### config.mk
export PLATFORM = sky130hd
export DESIGN_NAME = line_engine_flat
export DESIGN_NICKNAME = d
export VERILOG_FILES = /design/src/rtl/line_engine_pkg.sv /design/src/rtl/line_engine_if.sv /design/src/rtl/line_pixel_port.sv /design/src/rtl/line_engine.sv /design/src/flat_wrapper.sv
export SDC_FILE = /design/constraint.sdc
export NUM_CORES = 1
export LEC_CHECK = 0
export ABC_AREA = 1
export CORE_MARGIN = 5
export CORE_UTILIZATION = 48
export CTS_CLUSTER_DIAMETER = 120
export DETAILED_ROUTE_END_ITERATION = 10
export HOLD_SLACK_MARGIN = 0.08
export PLACE_DENSITY_LB_ADDON = 0.12
export SLEW_MARGIN = 40
export SYNTH_ARGS = -nofsm -noshare
export SYNTH_HDL_FRONTEND = slang
export SYNTH_HIERARCHICAL = 1
export SYNTH_SLANG_ARGS = --single-unit
### constraint.sdc
create_clock -name clk -period 4.8 [get_ports clk]
set_input_delay 0.48 -clock clk [delete_from_list [all_inputs] [get_ports clk]]
set_output_delay 0.48 -clock clk [all_outputs]
set_load 0.02 [all_outputs]
### src/rtl/line_engine_pkg.sv
// line_engine_pkg: shared types and constants for the Bresenham line engine.
//   state_t    : FSM states (IDLE, SETUP, ORDER, DRAW)
//   coord_t    : 10-bit unsigned screen coordinate
//   err_t      : 12-bit signed Bresenham error term
//   pixel_addr : framebuffer byte address of a pixel (row pitch 4 KB, 4 B/pixel)
package line_engine_pkg;

  localparam logic [31:0] FB_BASE_DEF = 32'h1080_0000;
  localparam int          WIDTH_DEF   = 800;
  localparam int          HEIGHT_DEF  = 600;
  localparam int          ROW_SHIFT   = 12;
  localparam int          COORD_W     = 10;
  localparam int          ERR_W       = 12;

  typedef enum logic [1:0] {
    IDLE  = 2'd0,
    SETUP = 2'd1,
    ORDER = 2'd2,
    DRAW  = 2'd3
  } state_t;

  typedef logic [COORD_W-1:0]        coord_t;
  typedef logic signed [ERR_W-1:0]   err_t;

  function automatic logic [31:0] pixel_addr(input logic [31:0] base,
                                             input coord_t      x,
                                             input coord_t      y);
    return base + (32'(y) << ROW_SHIFT) + (32'(x) << 2);
  endfunction

endpackage

### src/rtl/line_engine_if.sv
// line_engine_if: pixel write port from the line engine into the framebuffer path.
//   px_valid : pixel write request (driven by master)
//   px_ready : downstream accepts the pixel (driven by slave)
//   px_addr  : pixel byte address
//   px_data  : pixel color word
interface line_engine_if;
  logic        px_valid;
  logic        px_ready;
  logic [31:0] px_addr;
  logic [31:0] px_data;

  modport master (output px_valid, output px_addr, output px_data, input px_ready);
  modport slave  (input px_valid, input px_addr, input px_data, output px_ready);
endinterface

### src/rtl/line_pixel_port.sv
// line_pixel_port: one-entry output register for the plotted pixel stream.
//   clk, rst    : clock, asynchronous active-low reset
//   load        : register a new plotted point as the current step
//   pt_x, pt_y  : plotted point (screen coordinates)
//   color       : color for the point
//   step_done   : current step completes this cycle (accepted, or clipped)
//   px          : pixel write port (master side)
// A clipped point still occupies one step, but with px_valid low, so the
// step completes unconditionally. A visible point holds addr/data until
// px_ready is seen.
module line_pixel_port
  import line_engine_pkg::*;
#(
  parameter logic [31:0] FB_BASE = FB_BASE_DEF,
  parameter int          WIDTH   = WIDTH_DEF,
  parameter int          HEIGHT  = HEIGHT_DEF
) (
  input  logic         clk,
  input  logic         rst,
  input  logic         load,
  input  coord_t       pt_x,
  input  coord_t       pt_y,
  input  logic [31:0]  color,
  output logic         step_done,
  line_engine_if.master px
);

  logic loaded;
  logic in_range;

  assign in_range  = (32'(pt_x) < 32'(WIDTH)) && (32'(pt_y) < 32'(HEIGHT));
  assign step_done = loaded && (!px.px_valid || px.px_ready);

  always_ff @(posedge clk or negedge rst) begin
    if (!rst) begin
      loaded      <= 1'b0;
      px.px_valid <= 1'b0;
      px.px_addr  <= '0;
      px.px_data  <= '0;
    end else if (load) begin
      // The FSM only loads when the previous step is done (or none is pending).
      loaded      <= 1'b1;
      px.px_valid <= in_range;
      px.px_addr  <= pixel_addr(FB_BASE, pt_x, pt_y);
      px.px_data  <= color;
    end else if (step_done) begin
      loaded      <= 1'b0;
      px.px_valid <= 1'b0;
    end
  end

endmodule

### src/rtl/line_engine.sv
// line_engine: Bresenham line rasterizer fed by the core's line-engine strobes.
//   clk, rst          : clock, asynchronous active-low reset
//   line_color        : color word, latched on line_color_valid
//   line_point        : coordinate, latched by any line_{x0,y0,x1,y1}_valid
//   line_*_valid      : shadow register write strobes
//   line_trigger      : start drawing the shadowed line (only honoured in IDLE)
//   line_ready        : engine idle, trigger will be accepted
//   px                : pixel write port (valid/ready), one pixel per cycle
module line_engine
  import line_engine_pkg::*;
#(
  parameter logic [31:0] FB_BASE = FB_BASE_DEF,
  parameter int          WIDTH   = WIDTH_DEF,
  parameter int          HEIGHT  = HEIGHT_DEF
) (
  input  logic         clk,
  input  logic         rst,
  input  logic [31:0]  line_color,
  input  coord_t       line_point,
  input  logic         line_color_valid,
  input  logic         line_x0_valid,
  input  logic         line_y0_valid,
  input  logic         line_x1_valid,
  input  logic         line_y1_valid,
  input  logic         line_trigger,
  output logic         line_ready,
  line_engine_if.master px
);

  state_t      state;

  // shadow registers written by the core
  coord_t      sx0, sy0, sx1, sy1;
  logic [31:0] scolor;

  // working copy, already swapped so the major axis is x
  coord_t      wx0, wy0, wx1, wy1;
  logic [31:0] wcolor;
  logic        steep;

  // Bresenham walk state
  coord_t      cx, cy, xend;
  logic [10:0] dx, dy;
  err_t        err;
  logic        ystep_neg;

  // pixel port handshake
  logic        load;
  coord_t      pt_x, pt_y;
  logic        step_done;

  always_ff @(posedge clk or negedge rst) begin
    if (!rst) begin
      sx0    <= '0;
      sy0    <= '0;
      sx1    <= '0;
      sy1    <= '0;
      scolor <= '0;
    end else begin
      if (line_x0_valid)    sx0    <= line_point;
      if (line_y0_valid)    sy0    <= line_point;
      if (line_x1_valid)    sx1    <= line_point;
      if (line_y1_valid)    sy1    <= line_point;
      if (line_color_valid) scolor <= line_color;
    end
  end

  // SETUP: steepness from the shadow endpoints
  coord_t adx, ady;
  logic   steep_c;
  assign adx     = (sx1 >= sx0) ? sx1 - sx0 : sx0 - sx1;
  assign ady     = (sy1 >= sy0) ? sy1 - sy0 : sy0 - sy1;
  assign steep_c = ady > adx;

  // ORDER: left-to-right endpoints and deltas
  logic        swap_c;
  coord_t      ox0, oy0, ox1, oy1;
  logic [10:0] odx, ody;
  assign swap_c = wx0 > wx1;
  assign ox0    = swap_c ? wx1 : wx0;
  assign oy0    = swap_c ? wy1 : wy0;
  assign ox1    = swap_c ? wx0 : wx1;
  assign oy1    = swap_c ? wy0 : wy1;
  assign odx    = {1'b0, ox1} - {1'b0, ox0};
  assign ody    = (oy1 >= oy0) ? {1'b0, oy1 - oy0} : {1'b0, oy0 - oy1};

  // DRAW: next point of the walk
  err_t   e_next, err_adv;
  coord_t cx_adv, cy_adv;
  assign e_next  = err - $signed({1'b0, dy});
  assign err_adv = e_next[ERR_W-1] ? e_next + $signed({1'b0, dx}) : e_next;
  assign cy_adv  = e_next[ERR_W-1] ? (ystep_neg ? cy - 1'b1 : cy + 1'b1) : cy;
  assign cx_adv  = cx + 1'b1;

  // The pixel register is loaded one edge ahead of the step it shows, so the
  // first point goes out at the ORDER->DRAW edge and each later point at the
  // edge where the previous step completes.
  always_comb begin
    load = 1'b0;
    pt_x = '0;
    pt_y = '0;
    case (state)
      ORDER: begin
        load = 1'b1;
        pt_x = steep ? oy0 : ox0;
        pt_y = steep ? ox0 : oy0;
      end
      DRAW: begin
        load = step_done && (cx != xend);
        pt_x = steep ? cy_adv : cx_adv;
        pt_y = steep ? cx_adv : cy_adv;
      end
      default: ;
    endcase
  end

  always_ff @(posedge clk or negedge rst) begin
    if (!rst) begin
      state      <= IDLE;
      line_ready <= 1'b1;
      wx0        <= '0;
      wy0        <= '0;
      wx1        <= '0;
      wy1        <= '0;
      wcolor     <= '0;
      steep      <= 1'b0;
      cx         <= '0;
      cy         <= '0;
      xend       <= '0;
      dx         <= '0;
      dy         <= '0;
      err        <= '0;
      ystep_neg  <= 1'b0;
    end else begin
      case (state)
        IDLE: begin
          if (line_trigger) begin
            state      <= SETUP;
            line_ready <= 1'b0;
          end
        end
        SETUP: begin
          steep  <= steep_c;
          wx0    <= steep_c ? sy0 : sx0;
          wy0    <= steep_c ? sx0 : sy0;
          wx1    <= steep_c ? sy1 : sx1;
          wy1    <= steep_c ? sx1 : sy1;
          wcolor <= scolor;
          state  <= ORDER;
        end
        ORDER: begin
          cx        <= ox0;
          cy        <= oy0;
          xend      <= ox1;
          dx        <= odx;
          dy        <= ody;
          err       <= $signed({2'b00, odx[10:1]});
          ystep_neg <= !(oy0 < oy1);
          state     <= DRAW;
        end
        DRAW: begin
          if (step_done) begin
            if (cx == xend) begin
              state      <= IDLE;
              line_ready <= 1'b1;
            end else begin
              cx  <= cx_adv;
              cy  <= cy_adv;
              err <= err_adv;
            end
          end
        end
        default: state <= IDLE;
      endcase
    end
  end

  line_pixel_port #(
    .FB_BASE (FB_BASE),
    .WIDTH   (WIDTH),
    .HEIGHT  (HEIGHT)
  ) u_port (
    .clk       (clk),
    .rst       (rst),
    .load      (load),
    .pt_x      (pt_x),
    .pt_y      (pt_y),
    .color     (wcolor),
    .step_done (step_done),
    .px        (px)
  );

endmodule

### src/flat_wrapper.sv
// flat-port wrapper written by rule: the top's interface ports become plain ports
module line_engine_flat import line_engine_pkg::*;
#(
  parameter logic [31:0] FB_BASE = FB_BASE_DEF,
  parameter int          WIDTH   = WIDTH_DEF,
  parameter int          HEIGHT  = HEIGHT_DEF
)
  (clk, rst, line_color, line_point, line_color_valid, line_x0_valid, line_y0_valid, line_x1_valid, line_y1_valid, line_trigger, line_ready, px_px_valid, px_px_addr, px_px_data, px_px_ready);
  line_engine_if px_i ();
  input  logic clk;
  input  logic rst;
  input  logic [31:0] line_color;
  input  coord_t line_point;
  input  logic line_color_valid;
  input  logic line_x0_valid;
  input  logic line_y0_valid;
  input  logic line_x1_valid;
  input  logic line_y1_valid;
  input  logic line_trigger;
  output logic line_ready;
  output wire logic [$bits(px_i.px_valid)-1:0] px_px_valid;
  output wire logic [$bits(px_i.px_addr)-1:0] px_px_addr;
  output wire logic [$bits(px_i.px_data)-1:0] px_px_data;
  input wire logic [$bits(px_i.px_ready)-1:0] px_px_ready;
  assign px_px_valid = px_i.px_valid;
  assign px_px_addr = px_i.px_addr;
  assign px_px_data = px_i.px_data;
  assign px_i.px_ready = px_px_ready;
  line_engine #(.FB_BASE(FB_BASE), .WIDTH(WIDTH), .HEIGHT(HEIGHT)) u_core (.clk(clk), .rst(rst), .line_color(line_color), .line_point(line_point), .line_color_valid(line_color_valid), .line_x0_valid(line_x0_valid), .line_y0_valid(line_y0_valid), .line_x1_valid(line_x1_valid), .line_y1_valid(line_y1_valid), .line_trigger(line_trigger), .line_ready(line_ready), .px(px_i));
endmodule
# Word level (Yosys, flattened, before mapping)
# Cells that the tools add are included.
[classes]
muxes = 41
div = 0
magnitude_cmp = 8
shifts = 0
bitwise = 0
n_mul = 0
addsub = 14
reduce_logical = 13
eq_ne = 9
[ops]
columns = ["operator", "count"]
rows = [
  ["$mux W10", 21],
  ["$pmux W10 S2", 4],
  ["$sub A10 B10 Y10", 6],
  ["$mux W12", 3],
  ["$add A30 B12 Y31", 1],
  ["$add A29 B22 Y30 const A", 1],
  ["$ge A10 B10 Y1", 3],
  ["$pmux W12 S2", 1],
  ["$add A10 B1 Y10 const B", 2],
  ["$gt A10 B10 Y1", 2],
  ["$lt A10 B10 Y1 const B", 2],
  ["$add A12 B12 Y12", 1],
  ["$sub A12 B12 Y12", 1],
  ["$sub A10 B10 Y11", 1],
  ["$eq A10 B10 Y1", 1],
  ["$lt A10 B10 Y1", 1],
  ["$ne A10 B10 Y1", 1],
  ["$sub A10 B1 Y10 const B", 1],
  ["$pmux W2 S4", 1],
  ["$mux W1", 6],
  ["$mux W2", 3],
  ["$reduce_and A3 Y1", 2],
  ["$reduce_bool A2 Y1", 3],
  ["$eq A2 B2 Y1 const B", 2],
  ["other kinds (9)", 15],
]
[word_totals]
wordCells = 109
output_inout_bits = 66
mem_bits_rw = 0
n_memories = 0
rom_bits = 0
latch_bits = 0
input_bits = 51
regBits = 279

# Logic depth before layout (Yosys ltp)
# Gate-level depths: netlist of run 1.
[logic_depth]
depth_word = 8
ltp_mapped = 26
depth_no_buf = 25

# By module
# Netlist of run 1, hierarchy kept.
[by_module_without_submodules]
columns = ["module", "seq_area_each_um2", "area_each_um2", "instances", "cells_each"]
rows = [
  ["line_engine", 5306.3, 14762.9, 1, 2075],
  ["line_pixel_port", 1376.3, 2230.9, 1, 258],
]

# Least setup slack after synthesis of run 1
# No wires, ideal clock.
[synth_path]
path_kind = "flip-flop to flip-flop"
start = "reg u_core.sy0[3]"
end = "reg u_core.wx0[9]"
setup_slack_ns = 1.088
arrival_time_ns = 3.581
required_ns = 4.670
period_less_slack_ns = 3.712
path_buffers = 3
path_stages_with_launch = 23
setup_ns = 0.130
cell_sequence = "dfrtp_1 > inv_1 > ha_1 > clkbuf_1 > a21oi_1 > o21ai_0 > a221oi_1 > nand3_1 > clkbuf_1 > o21ai_0 > o21ai_0 > a21oi_1 > xor2_1 > inv_1 > ha_1 > nand4_1 > nor3_1 > nand3_1 > nand2_1 > clkbuf_1 > a21oi_1 > o21ai_0 > o21ai_0"
[synth_via]
elab_chain_cells = 4
word_cells_on_any_way = 6
cone_classes = "add/sub: 2; order compare: 2; mux: 2"
[synth_rtl]
columns = ["item", "line_no", "rtl"]
rows = [
  ["start, declared", "line_engine.sv:33", "coord_t sx0, sy0, sx1, sy1;"],
  ["start signal, assigned", "line_engine.sv:61", "if (line_y0_valid) sy0 <= line_point;"],
  ["$sub A10 B10 Y10 / $ge A10 B10 Y1 (equally long branches)", "line_engine.sv:72", "assign ady = (sy1 >= sy0) ? sy1 - sy0 : sy0 - sy1;"],
  ["$mux W10 (*)", "line_engine.sv:72", ""],
  ["$gt A10 B10 Y1 (*)", "line_engine.sv:73", "assign steep_c = ady > adx;"],
  ["$mux W10 (*)", "line_engine.sv:144", "wx0 <= steep_c ? sy0 : sx0;"],
  ["end signal, assigned", "line_engine.sv:144", ""],
  ["end, declared", "line_engine.sv:37", "coord_t wx0, wy0, wx1, wy1;"],
]
# Every way passes the cells marked *; elsewhere a longest branch is shown, timed or not.
# A chain may end at the register's enable or synchronous reset.

# Final worst setup path of run 1
[layout_path]
start = "reg u_core.sx0[5]"
end = "reg u_core.wx1[1]"
[layout_via]
elab_chain_cells = 4
word_cells_on_any_way = 6
cone_classes = "add/sub: 2; order compare: 2; mux: 2"
[layout_rtl]
columns = ["item", "line_no", "rtl"]
rows = [
  ["start, declared", "line_engine.sv:33", ""],
  ["start signal, assigned", "line_engine.sv:60", "if (line_x0_valid) sx0 <= line_point;"],
  ["$sub A10 B10 Y10 / $ge A10 B10 Y1 (equally long branches)", "line_engine.sv:71", "assign adx = (sx1 >= sx0) ? sx1 - sx0 : sx0 - sx1;"],
  ["$mux W10 (*)", "line_engine.sv:71", ""],
  ["$gt A10 B10 Y1 (*)", "line_engine.sv:73", ""],
  ["$mux W10 (*)", "line_engine.sv:146", "wx1 <= steep_c ? sy1 : sx1;"],
  ["end signal, assigned", "line_engine.sv:146", ""],
  ["end, declared", "line_engine.sv:37", ""],
]
# Marked as above.

==> run summary, run 1 <==
HPWL after DPL: 36.5 mm
# port buffers: 106
DIE HEIGHT: 198 microns
asr flop ratio synth: 1.00
period utilization: 0.882
Primary FF master, synth: dfrtp_1
Area contributors post-synth: dfrtp_1 39%, nand2_1 16%, o21ai_0 9.4%, ha_1 7.0%, inv_1 5.9%
CTS tree: built
YS warnings: 6
worst min-delay path category: input port to flip-flop
total setup buffers inserted after CTS: 0
Pre-antenna DRT Iters: 6
GRT Total Usage: 0.249
initial core utilization: 0.482
WL/cell: 17.1 microns
startpoint types: flip-flop
Post-synth EDFFs: 0
crit path DAT: 4670 ps
clk sinks: 267
DR iter-0 viols: 1294
# IOs: 117
share of cells above drive strength 1: 0.0484
synthesized area per cell: 7.28 sq um
GP Congestion: 0.947
Top delay family on crit path: compound AO/OA/AOI/OAI gates
later-pin clock latency in the skew report: 590 ps
post-synthesis sequential area ratio: 0.393
CP Capture Type: flip-flop
cell taking the most area after synthesis: dfrtp_1
slew margin rel.: 0.442
Synth top area share: 0.392
Hold Fails Final Rpt: 0
drt drc: 0
Post-Synthesis Cells: 2333
flops & latches, synth: 267
first-pass GRT wire length: 79.6 mm
vias in the first global route: 14872
area grow syn2layout: 14.5%
worst-margin pin slew: 836 ps
DRT Wirelength: 49.1 mm
Mapped Area: 0.0170 sq mm
area of the core: 0.0352 sq mm
count of cell types in the netlist: 54
Routed Antenna Nets: 0
num rows: 69
TritonCTS Buffers: 31
clock slew at reported path FFs: 60 ps
initial antenna violation count: 1
largest net degree at the start of global routing: 108
crit-path max cell delay: 390 ps
H-tree depth: 1
CP Max Fanout: 81
Crit-path slowest cell: ha_1
fill count: 3387
Die W: 198 microns
final number of max-transition violations: 0
WP buf/inv: 3
drt via density: 5.37
RSZ-0062 raised after global routing: no
Setup Viol. Count Final: 0
skew final: 11.4 ps
Antenna Cells: 0
cell chain of the critical path: inv_1, ha_1, a21oi_1, o21ai_0, a21oi_1, o311ai_2, buf_4, a211oi_1, a21oi_1, or2_2, xnor2_1, ha_1, nand4_1, nor3_1, o21ai_0, o2111ai_1, nand2_2, buf_12, o21ai_0, o21ai_0
CTS max path bufs: 3
area of the die: 0.0393 sq mm
max cap viols: 0
type of the worst setup path: flip-flop to flip-flop
nets: 2548
Max Clk Rate: 236 MHz
setup TNS: 0 ps
GRT Residual Overflow: 0
outcome: finished clean
vias: 15449
Worst path most repeated cell: o21ai_0
required time worst endpoint: 5240 ps
Final min period: 4230 ps
Root Buffer: clkbuf_16
==> cell type report <==
class                      count  area [sq um]  share of cell area
clock buffer                  41           843              0.0433
clock inverter                15           249              0.0128
inverter                     272          1030              0.0528
multi-input combinational   1695          8820               0.453
sequential                   267          6680               0.343
tap                          461           577              0.0296
timing repair buffer         128          1260              0.0646
==> cells in the final DEF (no fill, tap or decap), types with 3 or more instances in the layout <==
cell             count
dfrtp_1            266
a211oi_1             3
and2_1               5
o21ai_2              8
nand2_2              5
xnor2_1             13
bufinv_16            6
buf_4               20
nor3_1               7
clkbuf_16           31
a21oi_1            119
nand3_2              3
clkinv_2             6
fa_1                 7
a221oi_1             8
ha_1                95
nor2_2               4
o21ai_1             19
nand3_1             98
a31oi_1              5
nor2_1              91
inv_1              264
clkdlybuf4s50_1    104
a21o_1               6
xor2_1              44
conb_1              10
o21ai_0            317
mux2i_1              5
o211ai_1            28
inv_2                5
nand4_1             14
or2_2                9
clkbuf_1             7
nand2_1            741
o22ai_1             10
clkbuf_8             3
==> layer usage <==
metal | GRT usage | wire [microns] | share of wire
met5 | 0 | 13 | 0.00026
met4 | 0.0796 | 1550 | 0.032
met3 | 0.0335 | 3230 | 0.066
met2 | 0.381 | 21500 | 0.44
met1 | 0.368 | 22900 | 0.47
==> metrics by stage <==
step | hold WS (ps) | instances | area (sq um) | util | setup slack, ps
after floorplan | 184 | 2342 | 17000 | - | 1090
after global placement | 456 | 2822 | 18300 | 0.521 | 652
after detailed placement | 458 | 2822 | 18300 | 0.521 | 373
after CTS | 373 | 2879 | 19400 | 0.552 | 333
after global routing | 422 | 2879 | 19500 | 0.552 | 20.7
final | 392 | 2879 | 19500 | 0.552 | 568
==> cells in the mapped netlist, types with 2 or more instances <==
library cell  number
o21ai_1           17
a21oi_1          119
a21o_1             6
nand2_2            3
nor2_2             4
nand2_4            2
fa_1               7
inv_1            265
nand4_1           14
nand3_1           99
o22ai_1           10
dfrtp_1          266
nand2_1          743
a31oi_1            5
buf_4             13
o21ai_2            7
nand3_2            2
nor2_1            91
buf_2             11
nor3_1             7
mux2i_1            5
clkbuf_1          71
nand3b_1           2
o211ai_1          28
and2_1             5
ha_1              95
buf_1              6
xnor2_1           13
o21bai_1           2
a211oi_1           3
o21ai_0          320
inv_2              5
a221oi_1           8
xor2_1            44
buf_6              7
mux2_2             2
or2_2              9
==> worst register-to-register path, cell delays in order, from the launching register on <==
cell	delay, ps
dfrtp_1	370
inv_1	80
ha_1	390
a21oi_1	260
o21ai_0	180
a21oi_1	190
o311ai_2	190
buf_4	210
a211oi_1	170
a21oi_1	60
or2_2	290
xnor2_1	150
ha_1	310
nand4_1	110
nor3_1	210
o21ai_0	130
o2111ai_1	110
nand2_2	90
buf_12	210
o21ai_0	250
o21ai_0	140
==> cells by family (layout without fill, tap and decap cells) <==
kind of cell | Yosys count | after routing | synth area share
fa+ha+maj | 102 | 102 | 0.0782
flops | 267 | 267 | 0.393
mux | 7 | 7 | 0.00427
compound gates | 534 | 534 | 0.169
xor+xnor | 57 | 57 | 0.0294
simple gates | 985 | 985 | 0.235
buf+inv | 380 | 456 | 0.0909
other cells | 1 | 10 | 0.000221
==> flip-flops by register name, summed over array words and instances (netlist names), 2 cells and up <==
name,cells
u_core/dy,10
u_core/err,12
u_core/sy1,10
u_core/scolor,32
u_core/wx1,10
u_core/wy0,10
u_core/u_port/px.px_data,32
u_core/sy0,10
u_core/wx0,10
u_core/u_port/px.px_addr,21
u_core/state,2
u_core/dx,11
u_core/cy,10
u_core/wcolor,32
u_core/sx1,10
u_core/cx,10
u_core/wy1,10
u_core/xend,10
u_core/sx0,10
==> final timing paths <==
path	from	end	slack [ps]	cells past startpoint
worst min-delay path	line_color_valid	u_core/scolor[27]$_DFFE_PN0P_	390	3
max in group asynchronous	rst	u_core/sx0[9]$_DFFE_PN0P_	3210	3
worst max register to register	u_core/sx0[5]$_DFFE_PN0P_	u_core/wx1[1]$_DFFE_PN0N_	570	20
worst min register to register	u_core/u_port/px.px_data[10]$_DFFE_PN0P_	u_core/u_port/px.px_data[10]$_DFFE_PN0P_	470	2
min in group asynchronous	rst	u_core/sy0[7]$_DFFE_PN0P_	460	2
worst max-delay path	u_core/sx0[5]$_DFFE_PN0P_	u_core/wx1[1]$_DFFE_PN0N_	570	20
==> repair_timing <==
action | CTS | global route
endpoints found under the hold margin | 65 | 0
setup endpoints to repair | 0 | 40
resized for setup | 0 | 4
hold buffers | 1 | 0
Power of run 1 is not shown: default switching activity piles up to over one toggle a cycle in this logic, so the estimate is an artifact.
==> inputs of run 2 (changes only) <==
SLEW_MARGIN = not set   (was 40)
==> run 2 against run 1 <==
  * Cell count about the same
  * Clock-buffer cell count grew 5
  * Utilization fell by 0.37 points
  * Wire length barely moved
  * Sequential share of layout area rose by 0.23 points
  * Worst setup slack lost 1.7 ps
  * Critical path type unchanged
==> run summary, run 2 (same netlist as run 1, synthesis figures left out) <==
outcome: finished clean
DRT Wirelength: 49.1 mm
startpoint types: flip-flop
Root Buffer: clkbuf_16
clock slew at reported path FFs: 60 ps
DR iter-0 viols: 1138
CTS tree: built
hold wc startpoint: line_color[4]
worst min-delay path category: input port to flip-flop
H-tree depth: 1
first-pass GRT wire length: 79.9 mm
commonest cells after routing, fill and taps aside: 741 x nand2_1, 317 x o21ai_0, 266 x dfrtp_1
CP Max Fanout: 81
largest net degree at the start of global routing: 108
area grow syn2layout: 13.7%
final hold slack: 463 ps
initial antenna violation count: 1
total setup buffers inserted after CTS: 0
final number of max-transition violations: 0
drt drc: 0
crit-path max cell delay: 400 ps
GRT Total Usage: 0.250
Setup Viol. Count Final: 0
area of the core: 0.0352 sq mm
area of the die: 0.0393 sq mm
max cap viols: 0
Die W: 198 microns
worst-margin pin slew: 1100 ps
WL/cell: 17.1 microns
type of the worst setup path: flip-flop to flip-flop
CP Capture Type: flip-flop
required time worst endpoint: 5230 ps
Hold Fails Final Rpt: 0
Final min period: 4230 ps
Routed Antenna Nets: 0
DIE HEIGHT: 198 microns
Crit-path slowest cell: ha_1
# IOs: 117
CTS max path bufs: 3
worst r2r src: u_core/sx0[5]$_DFFE_PN0P_
later-pin clock latency in the skew report: 580 ps
drt via density: 5.36
setup TNS: 0 ps
FF-to-FF path depth: 20
Hold Path End: u_core/scolor[4]$_DFFE_PN0P_
cell chain of the critical path: inv_1, ha_1, a21oi_1, o21ai_0, a21oi_1, o311ai_2, buf_4, a211oi_1, a21oi_1, or2_2, xnor2_1, ha_1, nand4_1, nor3_1, nand3_1, nand2_2, buf_12, a21oi_1, o21ai_0, o21ai_0
share of cells above drive strength 1: 0.0468
hold path depth: 3
TritonCTS Buffers: 30
Antenna Cells: 0
slew margin rel.: 0.269
# port buffers: 106
clk sinks: 267
Largest regs: u_core/scolor x32, u_core/u_port/px.px_data x32, u_core/wcolor x32
num rows: 69
commonest non-fill, non-tap cell in the layout: nand2_1
vias: 15412
Max Clk Rate: 236 MHz
terminus of the critical flop-to-flop path: u_core/wx1[1]$_DFFE_PN0N_
crit path DAT: 4670 ps
Worst path most repeated cell: a21oi_1
HPWL after DPL: 36.7 mm
initial core utilization: 0.482
GP Congestion: 0.947
skew final: 9.64 ps
GRT Residual Overflow: 0
period utilization: 0.882
nets: 2547
Reg2Reg Setup Slack: 570 ps
vias in the first global route: 14994
Pre-antenna DRT Iters: 6
RSZ-0062 raised after global routing: no
==> run 2: metrics by stage <==
step / utilization / instances / worst slack, ps / cell area [sq um]
floorplan: - / 2342 / 1090 / 17000
global placement: 0.521 / 2822 / 652 / 18300
detailed placement: 0.521 / 2822 / 448 / 18300
CTS: 0.548 / 2878 / 393 / 19300
global route: 0.549 / 2878 / 52.2 / 19300
finish: 0.549 / 2878 / 566 / 19300
==> run 2: routing by layer <==
| metal | vias to the layer above | wire length (microns) | track usage |
|---|---|---|---|
| met1 | 7204 | 23000 | 0.367 |
| met2 | 486 | 21600 | 0.384 |
| met5 | - | 13 | 0 |
| met4 | 2 | 1530 | 0.0786 |
| met3 | 83 | 3000 | 0.0339 |
| li1 | 7637 | - | - |
==> run 2: worst max-delay path by stage <==
stage,startpoint,endpoint,slack [ps],cells past startpoint
floorplan,u_core/sy0[3]$_DFFE_PN0P_,u_core/wx0[9]$_DFFE_PN0N_,1090,22
global placement,u_core/sx0[5]$_DFFE_PN0P_,u_core/wx0[5]$_DFFE_PN0N_,650,20
detailed placement,u_core/sy0[3]$_DFFE_PN0P_,u_core/wy1[3]$_DFFE_PN0N_,450,21
CTS,u_core/sy0[3]$_DFFE_PN0P_,u_core/wx1[1]$_DFFE_PN0N_,390,21
global route,u_core/sy0[3]$_DFFE_PN0P_,u_core/wy0[3]$_DFFE_PN0N_,50,21
finish,u_core/sx0[5]$_DFFE_PN0P_,u_core/wx1[1]$_DFFE_PN0N_,570,20
==> run 2: worst max-delay path, delay by kind of cell, from the launching register on <==
family | cells | cell delay (ps)
AOI/OAI and AO/OA | 9 | 1410
and+or+nand+nor | 5 | 850
adders and majority gates | 2 | 710
buffers and inverters | 3 | 540
DFF | 1 | 370
xor gates and xnor gates | 1 | 150
==> run 2: final cells by class <==
cell class,instances,area [sq um]
Clock buffer,46,891
Clock inverter,9,77.6
Fill cell,3405,15900
Inverter,272,1020
Multi-Input combinational cell,1695,8820
Sequential cell,267,6680
Tap cell,461,577
Timing Repair Buffer,128,1250
==> run 2: what timing repair did <==
| item | 4_1_cts | 5_1_grt |
|---|---|---|
| hold buffers | 1 | 0 |
| setup endpoints to repair | 0 | 40 |
| gates resized for setup | 0 | 4 |
| endpoints found under the hold margin | 65 | 0 |
Power of run 2 is left out for the same reason.
==> inputs of run 3 (changes only) <==
clock period = 4.5 ns   (was 4.8 ns; I/O delays follow)
==> run 3 against run 2 <==
  * Maximum frequency increased by 0.29%
  * Cell count about the same
  * Die area unchanged
  * First-iteration DRC count increased by 26%
  * Clock-buffer cell count decreased by 9
  * Final area increased by 0.41%
  * Register-to-register slack got worse by 290 ps
  * Critical path type unchanged
  * Critical endpoint is now u_core/wy0[4]$_DFFE_PN0N_
  * Largest cell class unchanged
==> run summary, run 3 (same netlist as run 1, synthesis figures left out) <==
outcome: finished clean
HPWL after DPL: 36.7 mm
clock slew at reported path FFs: 60 ps
vias in the first global route: 14715
crit path DAT: 4700 ps
largest net degree at the start of global routing: 101
CP Max Fanout: 41
initial core utilization: 0.482
Antenna Cells: 0
DR iter-0 viols: 1430
Root Buffer: clkbuf_16
max cap viols: 0
clk sinks: 267
# port buffers: 106
vias: 15412
first-pass GRT wire length: 78.8 mm
GRT Total Usage: 0.247
period utilization: 0.938
GRT Residual Overflow: 0
commonest non-fill, non-tap cell in the layout: nand2_1
skew final: 16.2 ps
final number of max-transition violations: 0
DIE HEIGHT: 198 microns
drt drc: 0
CTS max path bufs: 3
share of cells above drive strength 1: 0.0508
Setup Viol. Count Final: 0
Routed Antenna Nets: 0
CTS tree: built
later-pin clock latency in the skew report: 570 ps
area grow syn2layout: 14.2%
Placement Setup Slack: 145 ps
num rows: 69
Largest regs: u_core/scolor x32, u_core/u_port/px.px_data x32, u_core/wcolor x32
area of the die: 0.0393 sq mm
CP Capture Type: flip-flop
Die W: 198 microns
initial antenna violation count: 2
worst min-delay path category: input port to flip-flop
area of the core: 0.0352 sq mm
startpoint types: flip-flop
Max Clk Rate: 237 MHz
TritonCTS Buffers: 29
slew margin rel.: 0.265
required time worst endpoint: 4980 ps
worst-margin pin slew: 1100 ps
WL/cell: 17.2 microns
setup TNS: 0 ps
fin util: 0.551
commonest cells after routing, fill and taps aside: 741 x nand2_1, 318 x o21ai_0, 266 x dfrtp_1
DRT Wirelength: 49.6 mm
type of the worst setup path: flip-flop to flip-flop
drt via density: 5.35
Final min period: 4220 ps
GP Congestion: 0.914
Pre-antenna DRT Iters: 5
nets: 2551
Final WS setup: 278 ps
# IOs: 117
H-tree depth: 1
Hold Fails Final Rpt: 0
[run 3: changes by cell type in the layout (fill, tap and decap cells not counted), moves of 2 or more]
cell,previous run,this run
bufinv_16,0,3
clkbuf_1,8,4
clkinv_2,6,10
buf_4,19,22
a21oi_2,0,2
inv_6,2,0
a21oi_1,119,117
clkbuf_8,8,4
[run 3: worst paths after layout]
path	startpoint	to	slack (ps)	depth (start not counted)
hold / removal	line_color[2]	u_core/scolor[2]$_DFFE_PN0P_	450	3
min in group asynchronous	rst	u_core/sy1[0]$_DFFE_PN0P_	480	2
setup / recovery	u_core/sy0[5]$_DFFE_PN0P_	u_core/wy0[4]$_DFFE_PN0N_	280	20
setup reg to reg	u_core/sy0[5]$_DFFE_PN0P_	u_core/wy0[4]$_DFFE_PN0N_	280	20
hold reg to reg	u_core/u_port/px.px_data[17]$_DFFE_PN0P_	u_core/u_port/px.px_data[17]$_DFFE_PN0P_	470	2
max in group asynchronous	rst	u_core/u_port/px.px_addr[2]$_DFFE_PN0P_	2990	3
[run 3: routing by layer]
| metal | part of all wire | vias up | global-route usage | wire length (microns) |
|---|---|---|---|---|
| met5 | 0.00050 | - | 0 | 25 |
| met4 | 0.028 | 4 | 0.0676 | 1370 |
| met3 | 0.067 | 74 | 0.0361 | 3330 |
| met2 | 0.44 | 489 | 0.378 | 21800 |
| met1 | 0.46 | 7193 | 0.369 | 23000 |
| li1 | - | 7652 | - | - |
[run 3: critical path, stage by stage (launching register included)]
cell       delay (ps)
dfrtp_1           370
inv_1              90
ha_1              400
a21oi_1           230
o21ai_0           230
a221oi_2          330
nand3_2           210
buf_4             200
buf_4             140
mux2i_1           170
xnor2_1           110
ha_1              330
nand4_1           130
nor3_1            210
o21ai_0           120
o2111ai_1         100
nand2_2           160
buf_12            200
a21oi_1           180
o21ai_0           120
o21ai_0            80
[run 3: timing repair]
action                                 4_1_cts  5_1_grt
resized for setup                            0        7
setup buffers                                0        4
setup endpoints to repair                    0       41
endpoints found under the hold margin       84        0
hold buffers                                 1        0
[run 3: final cells by class]
class / count / area [sq um]
Fill cell: 3419 / 15800
Multi-Input combinational cell: 1695 / 8840
Sequential cell: 267 / 6680
Timing Repair Buffer: 133 / 1320
Inverter: 272 / 1020
Clock buffer: 37 / 796
Tap cell: 461 / 577
Clock inverter: 15 / 169
[run 3: metrics by stage]
step	hold WS [ps]	instance area (sq um)	cells
after floorplan	154	17000	2342
after global placement	455	18300	2822
after detailed placement	457	18300	2822
after CTS	423	19300	2875
after global routing	442	19400	2880
final	445	19400	2880
Power of run 3 is left out for the same reason.
